`config.mk`:
```
export PLATFORM = sky130hd
export DESIGN_NAME = stream_demux_buffered
export DESIGN_NICKNAME = d
export VERILOG_FILES = /design/src/rtl/stream_demux_buffered.sv
export SDC_FILE = /design/constraint.sdc
export NUM_CORES = 1
export LEC_CHECK = 0
export ABC_AREA = 1
export CAP_MARGIN = 20
export CORE_MARGIN = 4
export CORE_UTILIZATION = 44
export CTS_BUF_LIST = sky130_fd_sc_hd__clkbuf_8
export CTS_CLUSTER_SIZE = 10
export DETAILED_ROUTE_END_ITERATION = 10
export HOLD_SLACK_MARGIN = 0.12
export PLACE_DENSITY = 0.75
export SLEW_MARGIN = 25
export SYNTH_ARGS = -nofsm -noshare
export SYNTH_HDL_FRONTEND = slang
export SYNTH_SLANG_ARGS = --single-unit
```
`constraint.sdc`:
```
create_clock -name clock -period 2.5 [get_ports clock]
set_input_delay 0.25 -clock clock [delete_from_list [all_inputs] [get_ports clock]]
set_output_delay 0.25 -clock clock [all_outputs]
set_load 0.02 [all_outputs]
```
`src/rtl/stream_demux_buffered.sv`:
```
// stream_demux_buffered: routes one word per cycle to one of N buffered channels, or broadcasts it to all, with valid/ready backpressure
module stream_demux_buffered #(
    parameter int nrOfBits    = 8,
    parameter int nrOfOutputs = 6,
    parameter int selBits     = 3,
    parameter int cntBits     = 8
) (
    input  logic                            clock,
    input  logic                            resetN,
    input  logic                            enable,
    input  logic                            broadcast,
    input  logic                            inValid,
    output logic                            inReady,
    input  logic [nrOfBits-1:0]             inData,
    input  logic [selBits-1:0]              inSel,
    output logic [nrOfOutputs-1:0]          outValid,
    input  logic [nrOfOutputs-1:0]          outReady,
    output logic [nrOfOutputs*nrOfBits-1:0] outData,
    output logic [cntBits-1:0]              dropCount
);

    logic [nrOfOutputs-1:0]          valid_q, valid_d, free, wr;
    logic [nrOfOutputs*nrOfBits-1:0] data_q, data_d;
    logic [cntBits-1:0]              drop_q, drop_d;
    logic                            in_range, accept;

    // handshake: a slot is free when empty or draining this cycle; out-of-range words are always sunk
    always_comb begin
        free     = ~valid_q | outReady;
        in_range = int'(inSel) < nrOfOutputs;
        inReady  = resetN & enable & (broadcast ? &free : in_range ? free[inSel] : 1'b1);
        accept   = inValid & inReady;
    end

    // next state per slot plus the saturating drop counter
    always_comb begin
        wr      = '0;
        valid_d = valid_q;
        data_d  = data_q;
        for (int i = 0; i < nrOfOutputs; i++) begin
            wr[i]      = accept & (broadcast | (in_range & (int'(inSel) == i)));
            valid_d[i] = wr[i] | (valid_q[i] & ~outReady[i]);
            data_d[i*nrOfBits +: nrOfBits] = wr[i] ? inData : data_q[i*nrOfBits +: nrOfBits];
        end
        drop_d = (accept & ~broadcast & ~in_range & ~&drop_q) ? drop_q + 1'b1 : drop_q;
    end

    // state registers, cleared asynchronously so buffered words never survive a reset
    always_ff @(posedge clock or negedge resetN) begin
        if (!resetN) begin
            valid_q <= '0;
            data_q  <= '0;
            drop_q  <= '0;
        end else begin
            valid_q <= valid_d;
            data_q  <= data_d;
            drop_q  <= drop_d;
        end
    end

    assign outValid  = valid_q;
    assign outData   = data_q;
    assign dropCount = drop_q;

endmodule

```
# [Word level (Yosys, flattened, before mapping)]
# Index checks and enable logic that the tools add are counted.
[word_totals] register_bits=62 latchBits=0 ramBits=0 romBits=0 in_bits=22 output_inout_bits=63 wordCells=70 n_memories=0
[op_classes] addsub=1 mul=0 div=0 order_cmp=2 eq_ne=5 shifts=0 mux=4 bitwise=46 reduce_logical=4
[op_table] op="AND 1 bit" n=24
[op_table] op="== test 3 bit, second input constant" n=4
[op_table] op="bitwise OR 1 bit" n=12
[op_table] op="adder 8 x 1 -> 8 bit, second input constant" n=1
[op_table] op="NOT 1 bit" n=8
[op_table] op="AND reduction 8 bit" n=1
[op_table] op="NOT 6 bit" n=1
[op_table] op="bitwise OR 6 bit" n=1
[op_table] op="AND reduction 6 bit" n=1
[op_table] op="less-than comparator 3 x 4 -> 1 bit, second input constant" n=1
[op_table] op="binary-select mux 1 bit (select 3 bit)" n=1
[op_table] op="== test 3 x 2 -> 1 bit, second input constant" n=1
[op_table] op="zero test 3 bit" n=1
[op_table] op="less-than comparator 3 bit, second input constant" n=1
[op_table] op="2-to-1 mux 1 bit" n=3
[op_table] op="zero test 1 bit" n=1

# [Logic depth before layout (Yosys ltp)]
# Gate-level depths: netlist of the first run.
[logic_depth] ltp_word=11 ltp_mapped=12 depth_no_buf=11

# [Least setup slack after synthesis of the first run]
# Ideal clock, no wire load.
[synth_timing] path_type="reg-to-reg" from="reg drop_q[0], in the netlist dropCount[0]" to="reg drop_q[2], in the netlist dropCount[2]" setup_time_ns=0.120 arrival_time_ns=1.567 required_ns=2.380 path_slack_ns=0.813 stages_incl_launch_ff=8 n_path_buf=0 cell_sequence="dfrtp_1 ha_1 nand3_1 nor2_1 a41oi_2 nand4_2 nand2_1 nand2_1"
[synth_between] elab_chain_cells=3 word_cells_on_any_way=4 classes_between="add/sub (1); bitwise (1); reduce/logical (2)"
[synth_lines] element="start, declared" line="24" source="logic [cntBits-1:0] drop_q, drop_d;"
[synth_lines] element="start signal, assigned" line="57" source="drop_q <= drop_d;"
[synth_lines] element="branches (longest 3 deep; another with adder 8 x 1 -> 8 bit)"
# Parallel ways; which one is timed is not known.
# A chain may end at the register's enable or synchronous reset.

# [Final worst setup path of the first run]
[layout_timing] from="reg valid_q[4], in the netlist outValid[4]" to="reg data_q[25], in the netlist outData[25]"
[layout_between] elab_chain_cells=9 word_cells_on_any_way=10 classes_between="mux (4); bitwise (5); reduce/logical (1)"
[layout_lines] element="start, declared" line="22" source="logic [nrOfOutputs-1:0] valid_q, valid_d, free, wr;"
[layout_lines] element="start signal, assigned" line="55" source="valid_q <= valid_d;"
[layout_lines] element="NOT 6 bit *" line="29" source="free = ~valid_q | outReady;"
[layout_lines] element="bitwise OR 6 bit *" line="29"
[layout_lines] element="binary-select mux 1 bit (select 3 bit)" line="31" source="inReady = resetN & enable & (broadcast ? &free : in_range ? free[inSel] : 1'b1);"
[layout_lines] element="2-to-1 mux 1 bit (implied by the code)" line="31"
[layout_lines] element="2-to-1 mux 1 bit" line="31"
[layout_lines] element="2-to-1 mux 1 bit *" line="31"
[layout_lines] element="AND 1 bit *" line="31"
[layout_lines] element="AND 1 bit *" line="32" source="accept = inValid & inReady;"
[layout_lines] element="AND 1 bit *" line="41" source="wr[i] = accept & (broadcast | (in_range & (int'(inSel) == i)));"
[layout_lines] element="end signal, assigned" line="56" source="data_q <= data_d;"
[layout_lines] element="end, declared" line="23" source="logic [nrOfOutputs*nrOfBits-1:0] data_q, data_d;"
# Every way passes the cells marked *; elsewhere a longest branch is shown, timed or not. The select of a mux whose other input is x is not followed.

==> impl_results.md, run 1 <==
* Pin count of the biggest net entering global routing at between 50 and 60
* Fin Setup TNS at 0 ns
* Buf+Inv Stages, Crit Path at 1
* Placed cell area at roughly 3800 um2
* Final setup violation count at 0
* Vias per inst at roughly 5.5
* FMAX at just over 500 MHz
* DR vias at around 2700
* Post-Syn Instances at approximately 330
* R2r endpoint: outData[25]
* Antenna diodes at 0
* Clock root cell: clkbuf_8
* Worst reg-to-reg setup slack at a little over 0.5 ns
* Htree depth at 3
* I/O pin count at between 80 and 90
* Slowest-stage cell, CP: buf_4
* Fin. max-slew vios at 0
* Iter 0 DRT Violations at 180
* Die area at between 7000 and 8000 um2
* Reg clk slew, reported paths at 0.07 ns
* Worst setup EP type: flop
* CTS Sinks at 62
* RSZ-0062 raised after global routing: false
* Dpl hpwl at about 5600 um
* Initial antenna violation count at 0
* Status: finished, final reports clean
* Yosys Warn Count at 0
* Worst setup SP type: flop
* FFs w/ async S/R, synth at 100%
* Syn-to-layout area delta at 39.4%
* Pwr Density at around 850 nW/um2
* Actual slew at the worst max-slew pin at 0.686 ns
* Die width at about 89 um
* TritonCTS clock tree: done
* Maximum vdd drop at about 0.00050 V
* Core area at about 6400 um2
* Crit path from: outValid[4]
* Critical Path RT at about 2.8 ns
* Critical path peak fanout at 56
* EDFF count, synth at 0
* Leak pwr at approximately 2.1 nW
* Critical path arrival at ~2.3 ns
* Placed cell count at between 400 and 500
* Mapped Nets at 352
* Max cap viols at 0
* Worst Skew at between 0.008 and 0.009 ns
* Die height at 89.2 um
* Worst skew pair latency at between 0.3 and 0.4 ns
* Wire length per cell at 16.2 um
* Cell Count, Final, Fillers Out at 500
* Vias in the first global route at ~2600
* Fraction of the yosys area taken by sequential cells at a little over half
* Tot Pwr at roughly 3.4 mW
* Library cells used by synthesis at 24
* Starting Density at approximately 45%
* CP top delay family: simple AND/OR/NAND/NOR gates
* First-pass GRT wire length at about 13000 um
* PortBufs at 84
* Final wirelength at between 8000 and 9000 um
* CP cell instances: nand2_1, nand2_1, nor2_1, nand2_1, nand2_1, nand3_1, a21oi_4, buf_4, nand4_1, nand2_1
* Fin nets at ~440
* First-pass DRT Iterations at 4
* Most used cell, CP: nand2_1
* Fin crit period at just under 2 ns
* Gr ovfl total at 0
* Post-synth top flop: dfrtp_1
* Peak per-stage delay on the critical path at approximately 0.47 ns
* Final hold vios at 0
* Reg2reg start: outValid[4]
* Max-slew headroom at 54.3%
* FF-to-FF path depth at 10
* CTS Buf Count at 9
* Yosys reg bits at 62
* Share of layout cells above drive strength 1 at 9.93%
* Crit path kind: reg -> reg
* Clk buf depth at 2
* Tcrit/Tclk final at between 70% and 80%
* Post-route DRC violation count at 0
* Core Rows at 29
* GP Congestion at between 0.8 and 0.9
* Syn Area/Cell at 8.81 um2
* Mapped Area at 2900 um2
* # Post-CTS Setup Buffers at 0
* Post-layout instance area at 4040 um2
* Total GRT Usage at between 20% and 30%
* DRT antenna net count at 0
* Hold Path Class: in -> async
power by group:
| group | internal [mW] | switching [mW] | total [mW] |
|---|---|---|---|
| Combinational | 0.500 | 0.605 | 1.11 |
| Clock | 0.607 | 0.384 | 0.992 |
| Sequential | 1.21 | 0.137 | 1.35 |
registers in the layout (all words and copies together), names as in the netlist:
| name | cells |
|---|---|
| outData | 48 |
| dropCount | 8 |
| outValid | 6 |
what timing repair did:
item	4_1_cts	5_1_grt
resized for setup	0	1
endpoints found under the hold margin	11	0
hold buffers	1	0
setup endpoints to repair	0	1
metrics by stage:
| stage | utilization [%] | worst slack, ns | hold WS [ns] |
|---|---|---|---|
| 6_report | 63.3 | 0.510 | 0.354 |
| 5_1_grt | 63.3 | 0.283 | 0.379 |
| 4_1_cts | 63.2 | 0.118 | 0.346 |
| 3_5_place_dp | 59.6 | 0.139 | 0.166 |
| 3_3_place_gp | 59.6 | 0.141 | 0.162 |
| 2_1_floorplan | - | 0.813 | -0.0456 |
cell type report:
class                   count  area [um2]
clock buffers              11         151
clock inverters             4        70.1
fillers                   554        2350
inverters                  16        60.1
multi-input cells         237        1210
flip-flops and latches     62        1550
well taps                  77        96.3
repair buffers             93         903
cells by family (layout without fill, tap and decap cells):
family | Yosys count | after routing | synth area share, %
AND/OR/NAND/NOR | 220 | 220 | 36.0
flip-flops | 62 | 62 | 53.5
buffers and inverters | 30 | 124 | 5.09
AO/OA/AOI/OAI | 10 | 10 | 3.15
XOR/XNOR | 6 | 6 | 1.81
adder cells (fa/ha/maj) | 1 | 1 | 0.432
layout by cell type, fill, tap and decap left out:
master and n:
nor2_1 7, nand3_1 8, dlygate4sd3_1 1, nor3_1 1, inv_2 1, ha_1 1
nand2_2 2, clkbuf_8 11, xor2_1 4, nand4_2 7, clkdlybuf4s50_1 81, buf_2 2
o21ai_2 4, dlymetal6s2s_1 1, xnor2_1 2, nand4_1 56, a21oi_1 1, nand2_1 139
o21ai_1 2, buf_4 8, bufinv_16 2, inv_1 15, a21oi_4 2, a41oi_2 1
clkinv_2 2, dfrtp_1 62
routing by layer:
metal  GRT usage (%)  up-vias  routed length (um)
met5               0        -                   0
met4            6.90        0                  63
met3            5.07        8                 787
met2            33.0      133                3890
met1            30.9     1293                3350
li1                -     1297                   -
worst max path at each step:
stage | slack (ns) | depth (start not counted) | endpoint
2_1_floorplan | 0.81 | 7 | dropCount[2]
3_3_place_gp | 0.14 | 10 | inReady
3_5_place_dp | 0.14 | 10 | inReady
4_1_cts | 0.12 | 8 | inReady
5_1_grt | 0.28 | 12 | outData[25]
6_report | 0.51 | 10 | outData[25]
synthesized netlist by cell type (all sizes together) (2+ instances only):
| library cell | count | area, um2 |
|---|---|---|
| a21oi | 3 | 30.0 |
| buf | 8 | 63.8 |
| clkbuf | 6 | 23.8 |
| dfrtp | 62 | 1550 |
| inv | 16 | 60.1 |
| nand2 | 141 | 534 |
| nand3 | 8 | 40.0 |
| nand4 | 63 | 438 |
| nor2 | 7 | 26.3 |
| o21ai | 6 | 45.0 |
| xnor2 | 2 | 17.5 |
| xor2 | 4 | 35.0 |
Power figures use the tool's default switching activity.
==> run 2: changes to the inputs <==
- PLACE_DENSITY: 0.75 -> 0.78
- clock period: 2.5 -> 1.72 ns (I/O delays scaled with it)
==> run 2 against run 1 <==
  * Highest routed layer unchanged
  * Register-to-register slack got worse by 0.58 ns
  * Critical path depth decreased by 2
  * The flow now finishes with violations (negative setup slack)
  * Final cell count increased by 8.0%
  * Via count increased by 14%
  * Largest power group unchanged
  * Core utilization increased by 9.8 points
==> impl_results.md, run 2 (synthesis gave the netlist of run 1 again) <==
* PortBufs at 84
* Critical path peak fanout at 3
* Worst setup EP type: output port
* Worst reg-to-reg setup slack at -0.07 ns
* Clk buf depth at 2
* Final setup violation count at between 40 and 50
* Core area at between 6000 and 7000 um2
* Commonest cells after routing, fill and taps aside: nand2_1 (125), clkdlybuf4s50_1 (78), dfrtp_1 (62)
* GP Congestion at between 0.9 and 1
* Max cap viols at 0
* Crit path kind: reg -> out
* Pin count of the biggest net entering global routing at 43
* Max FFs per register at 48
* FMAX at between 500 and 600 MHz
* Wire length per cell at about 18 um
* Fin. max-slew vios at 0
* Setup WS post-layout at -0.0874 ns
* Share of layout cells above drive strength 1 at a little over a fifth
* Total GRT Usage at a little under a quarter
* Critical Path RT at 1.55 ns
* Reg clk slew, reported paths at ~0.080 ns
* Die height at between 80 and 90 um
* Cell Count, Final, Fillers Out at 540
* Final wirelength at between 9000 and 10000 um
* Core Rows at 29
* Final Core Density at between 70% and 80%
* Worst Skew at about 0.016 ns
* Antenna diodes at 0
* CP endpoint: inReady
* DRT antenna net count at 0
* Placed cell area at around 4000 um2
* Vias in the first global route at ~2900
* DR vias at 3101
* Crit path from: outValid[2]
* RSZ-0062 raised after global routing: true
* Status: finished, violations left
* CTS Buf Count at 9
* Pre-CTS WS at -0.475 ns
* Clock share of power at between 20% and 30%
* Fin crit period at around 1.8 ns
* Logic gate share of total power at between 30% and 40%
* Leak pwr at roughly 2.2 nW
* Htree depth at 3
* Minimum hold slack at about 0.40 ns
* Final hold vios at 0
* CTS Sinks at 62
* TritonCTS clock tree: done
* Iter 0 DRT Violations at between 200 and 300
* Clock root cell: clkbuf_8
* Initial antenna violation count at 0
* Peak per-stage delay on the critical path at roughly 0.4 ns
* Dpl hpwl at 6020 um
* Post-layout instance area at roughly 4700 um2
* CP cell instances: nand2_2, nor2_2, nor2_1, nand2_1, nand2_1, nand2_2, a21oi_4, buf_6
* Pwr Density at around 1200 nW/um2
* Placed cell count at a little over 500
* Die width at 89.2 um
* Internal at 3.58 mW
* Actual slew at the worst max-slew pin at 0.816 ns
* R2r endpoint: outData[38]
* Gr ovfl total at 0
* First-pass GRT wire length at about 14000 um
* Fill count at ~430
* Syn-to-layout area delta at 61.0%
* Tcrit/Tclk final at 105%
* FF-to-FF path depth at 12
* Post-route DRC violation count at 0
* Maximum vdd drop at between 0.0009 and 0.001 V
* Commonest non-fill, non-tap cell in the layout: nand2_1
* First-pass DRT Iterations at 5
* Power share of the sequential group at between 30% and 40%
* Net Switching at between 1.5 and 2 mW
* Max-slew headroom at 45.6%
* Fin nets at around 480
* I/O pin count at 85
* Worst setup SP type: flop
* Critical path arrival at ~1.6 ns
* Violated checks: negative setup slack
* Die area at approximately 8000 um2
* Starting Density at 45.4%
* Reg2reg start: outValid[2]
* Slowest-stage cell, CP: dfrtp_1
* Vias per inst at 5.74
* Switching Share at 33.5%
* Hold Path Class: in -> async
* Worst skew pair latency at 0.36 ns
## run 2: how the worst min path moves through the flow
| stage | end | slack (ns) |
|---|---|---|
| detailed placement | outData[19] | 0.24 |
| global route | outData[17] | 0.47 |
| floorplan | dropCount[0] | -0.12 |
| finish | outValid[2] | 0.40 |
| global placement | outData[23] | 0.23 |
| CTS | outData[38] | 0.31 |
## run 2: layout make-up
type / count / area, um2 / share of cell area (%)
Multi-Input combinational cell: 242 / 1420 / 30.3
Timing Repair Buffer: 127 / 1300 / 27.8
Tap cell: 77 / 96.3 / 2.06
Clock buffer: 9 / 124 / 2.65
Sequential cell: 62 / 1550 / 33.2
Inverter: 16 / 60.1 / 1.29
Clock inverter: 7 / 123 / 2.63
## run 2: layer usage
layer | vias up | GRT usage, % | wire, um
met5 | - | 0 | 0
met4 | 0 | 10.8 | 329
met3 | 29 | 5.07 | 788
met2 | 165 | 37.2 | 4950
met1 | 1507 | 29.9 | 3920
li1 | 1400 | - | -
## run 2: metrics by stage
step / total power, mW / TNS, ns
after floorplan: 2.73 / 0
after global placement: 3.61 / -16.85
after detailed placement: 3.64 / -21.12
after CTS: 5.26 / -0.0391
after global routing: 5.60 / -7.40
final: 5.38 / -1.39
## run 2: what timing repair did
action | 4_1_cts | 5_1_grt
pin swaps | 0 | 6
hold buffers | 1 | 0
gates resized for setup | 15 | 33
endpoints found under the setup margin | 44 | 60
setup buffers | 1 | 3
gates cloned | 1 | 9
hold endpoints to repair | 62 | 0
## run 2: worst max-delay path: cells and delay by family (launching register included)
| family | cells | cell delay, ns |
|---|---|---|
| flip-flops | 1 | 0.40 |
| AND/OR/NAND/NOR | 6 | 0.51 |
| AO/OA/AOI/OAI | 1 | 0.22 |
| buffers and inverters | 1 | 0.15 |
## run 2: power by group through the flow
stage	sequential (mW)	combinational (mW)	clock (mW)
floorplan	2.34	0.397	0
global placement	1.97	1.63	0
detailed placement	1.97	1.67	0
CTS	1.96	1.71	1.59
global route	2.01	1.95	1.65
finish	1.97	1.82	1.59
